===== src/rtl/dmem_rr_arbiter.sv =====
// Round-robin arbiter sharing one data-memory port among num_req_p valid/yumi requesters.
// One transaction in flight: IDLE picks a winner, ISSUE presents it, WAIT steers the response back.
module dmem_rr_arbiter #(
    parameter int num_req_p = 2,
    parameter int addr_w_p  = 32,
    parameter int data_w_p  = 32,
    localparam int idx_w    = (num_req_p > 1) ? $clog2(num_req_p) : 1
) (
    input  logic                           clk,
    input  logic                           reset,
    input  logic [num_req_p-1:0]           req_valid_i,
    input  logic [num_req_p-1:0]           req_wen_i,
    input  logic [num_req_p-1:0]           req_byte_i,
    input  logic [num_req_p*addr_w_p-1:0]  req_addr_i,
    input  logic [num_req_p*data_w_p-1:0]  req_wdata_i,
    output logic [num_req_p-1:0]           req_yumi_o,
    output logic [num_req_p-1:0]           resp_valid_o,
    output logic [data_w_p-1:0]            resp_data_o,
    input  logic [num_req_p-1:0]           resp_yumi_i,
    output logic                           mem_valid_o,
    output logic                           mem_wen_o,
    output logic                           mem_byte_o,
    output logic [addr_w_p-1:0]            mem_addr_o,
    output logic [data_w_p-1:0]            mem_wdata_o,
    input  logic                           mem_yumi_i,
    input  logic                           mem_resp_valid_i,
    input  logic [data_w_p-1:0]            mem_rdata_i,
    output logic                           mem_resp_yumi_o,
    output logic [idx_w-1:0]               grant_o,
    output logic                           busy_o
);

    typedef enum logic [1:0] {
        ST_IDLE  = 2'd0,
        ST_ISSUE = 2'd1,
        ST_WAIT  = 2'd2
    } state_t;

    localparam logic [num_req_p-1:0] LANE0 = {{(num_req_p-1){1'b0}}, 1'b1};

    state_t                 r_state;
    logic [idx_w-1:0]       r_grant;
    logic [idx_w-1:0]       r_last;

    logic [idx_w-1:0]       w_pick;
    logic                   w_any;
    logic [num_req_p-1:0]   w_lane;
    logic                   w_issue_hs;
    logic                   w_resp_hs;

    // Scan last+N down to last+1 so the lowest offset from last_r wins by overwriting.
    always_comb begin
        logic [idx_w-1:0] v_idx;
        v_idx  = '0;
        w_pick = '0;
        w_any  = 1'b0;
        for (int k = num_req_p; k >= 1; k--) begin
            v_idx = idx_w'((int'(r_last) + k) % num_req_p);
            if (req_valid_i[v_idx]) begin
                w_pick = v_idx;
                w_any  = 1'b1;
            end
        end
    end

    assign w_lane     = LANE0 << r_grant;
    assign w_issue_hs = (r_state == ST_ISSUE) && req_valid_i[r_grant] && mem_yumi_i;
    assign w_resp_hs  = (r_state == ST_WAIT) && mem_resp_valid_i && resp_yumi_i[r_grant];

    always_ff @(posedge clk) begin
        if (reset) begin
            r_state <= ST_IDLE;
            r_grant <= '0;
            r_last  <= idx_w'(num_req_p - 1);
        end else begin
            case (r_state)
                ST_IDLE: begin
                    if (w_any) begin
                        r_grant <= w_pick;
                        r_state <= ST_ISSUE;
                    end
                end
                ST_ISSUE: begin
                    // A withdrawn request leaves last_r alone so the lane keeps its turn.
                    if (!req_valid_i[r_grant]) begin
                        r_state <= ST_IDLE;
                    end else if (mem_yumi_i) begin
                        r_state <= ST_WAIT;
                    end
                end
                ST_WAIT: begin
                    if (w_resp_hs) begin
                        r_last  <= r_grant;
                        r_state <= ST_IDLE;
                    end
                end
                default: r_state <= ST_IDLE;
            endcase
        end
    end

    always_comb begin
        mem_valid_o = 1'b0;
        mem_wen_o   = 1'b0;
        mem_byte_o  = 1'b0;
        mem_addr_o  = '0;
        mem_wdata_o = '0;
        if (r_state == ST_ISSUE) begin
            mem_valid_o = req_valid_i[r_grant];
            mem_wen_o   = req_wen_i[r_grant];
            mem_byte_o  = req_byte_i[r_grant];
            mem_addr_o  = req_addr_i[r_grant*addr_w_p +: addr_w_p];
            mem_wdata_o = req_wdata_i[r_grant*data_w_p +: data_w_p];
        end
    end

    assign req_yumi_o      = w_issue_hs ? w_lane : '0;
    assign resp_valid_o    = ((r_state == ST_WAIT) && mem_resp_valid_i) ? w_lane : '0;
    assign resp_data_o     = (r_state == ST_WAIT) ? mem_rdata_i : '0;
    assign mem_resp_yumi_o = w_resp_hs;
    assign grant_o         = r_grant;
    assign busy_o          = (r_state != ST_IDLE);

endmodule


===== config.mk =====
export PLATFORM = sky130hd
export DESIGN_NAME = dmem_rr_arbiter
export DESIGN_NICKNAME = d
export VERILOG_FILES = /design/src/rtl/dmem_rr_arbiter.sv
export SDC_FILE = /design/constraint.sdc
export NUM_CORES = 1
export LEC_CHECK = 0
export CORE_AREA = 2 2 107 109
export DETAILED_ROUTE_END_ITERATION = 8
export DIE_AREA = 0 0 109 111
export PLACE_DENSITY_LB_ADDON = 0.12
export SYNTH_ARGS = -nofsm -noshare
export SYNTH_HDL_FRONTEND = slang
export SYNTH_SLANG_ARGS = --single-unit

===== constraint.sdc =====
create_clock -name clk -period 2.3 [get_ports clk]
set_clock_uncertainty 0.2 [all_clocks]
set_input_delay 0.46 -clock clk [delete_from_list [all_inputs] [get_ports clk]]
set_output_delay 0.46 -clock clk [all_outputs]
set_load 0.02 [all_outputs]

* Word level (Yosys, flattened, before mapping) *
Index checks and enable logic that the tools add are counted.

storage, ports and cells
  bits in registers = 4
  bits of input ports = 172
  output and inout port bits = 106
  logic and storage cells = 54

operators by class
  add/subtract/negate cells = 2
  magnitude comparators = 3
  equality and inequality tests = 5
  shift-type cells = 3
  muxes and demuxes = 29
  reductions and logical operators = 9

operators with widths
  operator                                                               count
  64-bit by 7-bit indexed part select with 32-bit output                 2
  32-bit 2-to-1 mux                                                      3
  1-bit 2-to-1 mux                                                       19
  2-bit 2-to-1 mux                                                       6
  1-bit by 2-bit < comparator with 1-bit output, second input constant   3
  2-bit case mux with 3 select lines                                     1
  1-bit logical AND                                                      4
  2-bit != test, second input constant                                   2
  2-bit AND reduction                                                    2
  3-bit != test, second input constant                                   1
  3-bit AND reduction                                                    1
  1-bit adder, second input constant                                     2
  2-bit by 1-bit equality test with 1-bit output, second input constant  1
  2-bit equality test, second input constant                             1
  2-bit zero test                                                        1
  2-bit nonzero test                                                     1
  1-bit by 1-bit << shifter with 2-bit output, first input constant      1

* Longest topological paths before layout *
  depth after elaboration = 7
  depth in mapped cells = 5
  mapped depth without buffers = 3

* Least setup slack after synthesis *
Ideal clock, no wire load.

  path type = reg2out
  from = register r_grant, in the netlist grant_o
  to = output port req_yumi_o[0]
  arrival = 1558 ps
  data required time = 1640 ps
  slack = 82 ps
  cell stages (with the launch flop) = 4
  buffers on the path = 2
  cell sequence = dfxtp_1 buf_2 buf_2 nor4b_1

between the ends
  longest elaborated chain between the ends = 5
  elaborated cells between the ends (all ways) = 6
  those cells by class = 1 x shift; 3 x mux; 2 x reduce/logical

ends and longest elaborated chain
  item                                                  line  text
  start: declaration                                    42    logic [idx_w-1:0] r_grant;
  start signal: assignment                              79    r_grant <= w_pick;
  1-bit 2-to-1 mux (implied by the code) (2 in series)  67    assign w_issue_hs = (r_state == ST_ISSUE) && req_valid_i[r_grant] && mem_yumi_i;
  1-bit logical AND (2 in series)                       67
  2-bit 2-to-1 mux (*)                                  117   assign req_yumi_o = w_issue_hs ? w_lane : '0;
  end: declaration                                      16    output logic [num_req_p-1:0] req_yumi_o,

Every way passes the cells marked *; elsewhere a longest branch is shown, timed or not. The select of a mux whose other input is x is not followed.

* Worst setup path after layout *
  from = register r_grant, in the netlist grant_o
  to = output port grant_o

RTL lines
  item              line  text
  end: declaration  29    output logic [idx_w-1:0] grant_o,

No word-level cell between the ends.

==> flow_metrics.tcl <==
set metrics [dict create \
    switching_share_pct 35.2 \
    reg2regPathDepth 4 \
    ys_ff_latch 4 \
    cts-root-buf "clkbuf_16" \
    grt.total_usage_pct 13.3 \
    grt-ovfl-total 0 \
    vdd_drop_max_mv 0.189 \
    clock_latency_ps 230 \
    p_comb_share_pct 71.3 \
    seqPwrFrac_pct 6.4 \
    drc_errors 0 \
    synth.area.top_cells "mux2i_1 46%, nor2_1 18%, and2_1 14%, dfxtp_1 5.5%, buf_2 3.1%" \
    drv_cap 0 \
    worstHoldPathCells 2 \
    path_class "register to output port" \
    cts_hold_buf 0 \
    yosys_warnings 0 \
    wl_per_cell_um 13.4 \
    clockBufferDepth 2 \
    initial_utilization_pct 13.2 \
    finalCoreUtilization_pct 41.1 \
    final_hold_viol_count 0 \
    p_total_w 0.00127 \
    register_area_sq_um 83.8 \
    grt_first_pass_wirelength_um 13000 \
    slew_headroom_pct 84.7 \
    rows 39 \
    post-route-period-util_pct 97.5 \
    arrival_ps 1580 \
    powerDensity_mw_per_mm2 278 \
    syn_area_sq_mm 0.00146 \
    syn_area_per_cell_sq_um 6.79 \
    synth_area_leader_cell "mux2i_1" \
    status "completed" \
    synth_nets 387 \
    die_h_um 111 \
    synth_top_area_share_pct 46.0 \
    cts_sinks 4 \
    first_pass_iters 4 \
    setup_viol_count_final 0 \
    post_route_cells_drive_above_1_share_pct 6.67 \
    startpoint "grant_o$_SDFFE_PP0P_" \
    ys_seq_area_share_pct 5.49 \
    cts_tree "done" \
    fin_hold_ws_ps 330 \
    drt-total-wl_um 8550 \
    hpwl_um 7010 \
    worstHoldPathType "register to register" \
    synth.distinct_cells 23 \
    grt_pass1_vias 2652 \
    port_buffers 277 \
    cp-end-kind "output port" \
    p_int_w 0.000822 \
    core_area_sq_mm 0.0111 \
    grt_max_degree 33 \
    syn_to_final_growth_pct 212 \
    synth-edff-count 0 \
    num-fill-cells 1182 \
    initialDrtViolationCount 81 \
    place.gp.congestion 0.781 \
    r2r-start "r_state[1]$_SDFFE_PP0P_" \
    critical_path_required_ps 1640 \
    antenna_found_initial 0 \
    clkPwrFrac_pct 22.3 \
    ys_async_sr_fraction_pct 0 \
    synth.most_common_cell "nor2_1" \
    ioPinCount 278 \
    numCtsBuffers 3 \
    synthFlopType "dfxtp_1" \
    vias 2538 \
    synthCells 215 \
    timing.fmax_mhz 446 \
    power_leakage_nw 2.14 \
    layout.nets 668 \
    crit_path_start_kind "register" \
    die-width_um 109 \
    via_per_inst 3.98 \
    min_from "r_last$_SDFFE_PP1P_" \
    rsz0062_at_grt "false" \
    htree_levels 1 \
    p_switching_w 0.000446 \
    synthTopCellsByCount "69 x nor2_1, 67 x mux2i_1, 32 x and2_1, 9 x buf_2, 6 x clkbuf_1" \
    num_antenna_cells 0 \
    tightest_slew_ps 224 \
    final_antenna_net_count 0 \
    multiInputGateArea_sq_mm 0.00130 \
    period_minus_slack_ps 2240 \
    dieArea_sq_mm 0.0121 \
    slew_violations 0 \
    clk_pin_slew_ps 30 \
    crit_fanout 23 \
]
==> logic make-up (layout without fill, tap and decap cells) <==
| kind of cell | count (synthesis) | in the layout | share of synthesized area [%] |
|---|---|---|---|
| AND/OR/NAND/NOR | 114 | 114 | 37.4 |
| buffers and inverters | 21 | 301 | 7.20 |
| multiplexers | 67 | 67 | 46.0 |
| flip-flops | 4 | 4 | 5.49 |
| AO/OA/AOI/OAI | 9 | 9 | 3.95 |
==> state kept, by name, summed over array words and instances, names as in the netlist <==
| signal | cells |
|---|---|
| r_last | 1 |
| grant_o | 1 |
| r_state | 2 |
==> metal layers <==
metal  vias to the layer above  part of all wire, %  GRT usage, %  routed length (um)
met4                         0                  1.3          3.33                 111
met2                       161                   50          25.2                4310
met3                         6                   13          4.64                1150
li1                       1276                    -             -                   -
met5                         -                    0             0                   0
met1                      1095                   35          13.7                2980
==> metrics by stage <==
step | instances | setup slack (ps) | instance area (sq um) | setup TNS [ps]
4_1_cts | 636 | 1.70 | 4490 | 0
2_1_floorplan | 215 | 82.3 | 1460 | 0
3_5_place_dp | 631 | -507 | 4490 | -5290
5_1_grt | 638 | 14.7 | 4550 | 0
3_3_place_gp | 631 | -502 | 4490 | -4630
6_report | 638 | 58.3 | 4550 | 0
==> area by class of cell <==
type	instances	area share [%]
repair buffers	295	63.8
multi-input cells	190	28.6
well taps	143	3.93
flip-flops and latches	4	1.84
clock buffers	4	1.73
inverters	2	0.165
==> timing repair <==
action | in CTS | in global routing
pin swaps | 0 | 0
gates resized for setup | 121 | 6
gates cloned | 1 | 1
setup endpoints to repair | 104 | 12
buffers inserted | 0 | 1
==> path summary, 6_finish.rpt <==
kind                        endpoint  slack, ps
max                          grant_o         60
max reg2reg  r_state[1]$_SDFFE_PP0P_        660
min reg2reg      r_last$_SDFFE_PP1P_        330
min              r_last$_SDFFE_PP1P_        330
==> critical path, stage by stage (launching register included) <==
cell and delay (ps):
dfxtp_4 410, buf_12 120, buf_16 180, clkdlybuf4s50_1 630
==> power by group through the flow <==
| stage | registers, W | clock network [W] | logic, W |
|---|---|---|---|
| after global routing | 0.0000822 | 0.000295 | 0.000974 |
| after global placement | 0.0000799 | 0 | 0.000959 |
| after CTS | 0.0000825 | 0.000289 | 0.000902 |
| final | 0.0000814 | 0.000283 | 0.000904 |
| after floorplan | 0.0000803 | 0 | 0.000381 |
| after detailed placement | 0.0000802 | 0 | 0.000964 |
==> layout by cell type (no fill, tap or decap) <==
| cell type | n |
|---|---|
| or4b_4 | 1 |
| and2_1 | 32 |
| clkdlybuf4s50_1 | 171 |
| o211ai_1 | 1 |
| a21oi_1 | 3 |
| and3_1 | 2 |
| dlygate4sd2_1 | 100 |
| clkdlybuf4s15_2 | 1 |
| nor2_1 | 69 |
| buf_12 | 4 |
| buf_6 | 1 |
| buf_4 | 9 |
| o21ai_1 | 2 |
| o22a_1 | 1 |
| nand2b_1 | 2 |
| nand2b_2 | 1 |
| clkdlybuf4s15_1 | 1 |
| mux2i_4 | 1 |
| a211oi_1 | 1 |
| mux2i_1 | 65 |
| nor2b_2 | 1 |
| dfxtp_4 | 1 |
| clkbuf_1 | 1 |
| nand2_1 | 2 |
| buf_16 | 3 |
| clkbuf_16 | 4 |
| nor4b_2 | 1 |
| nand3b_1 | 1 |
| nor3_1 | 1 |
| mux2i_2 | 1 |
| inv_1 | 2 |
| dlymetal6s2s_1 | 1 |
| buf_2 | 2 |
| clkbuf_2 | 1 |
| dfxtp_1 | 3 |
| o21ai_2 | 1 |
| or2_1 | 1 |
No activity file was read; power rests on OpenSTA's default activity.
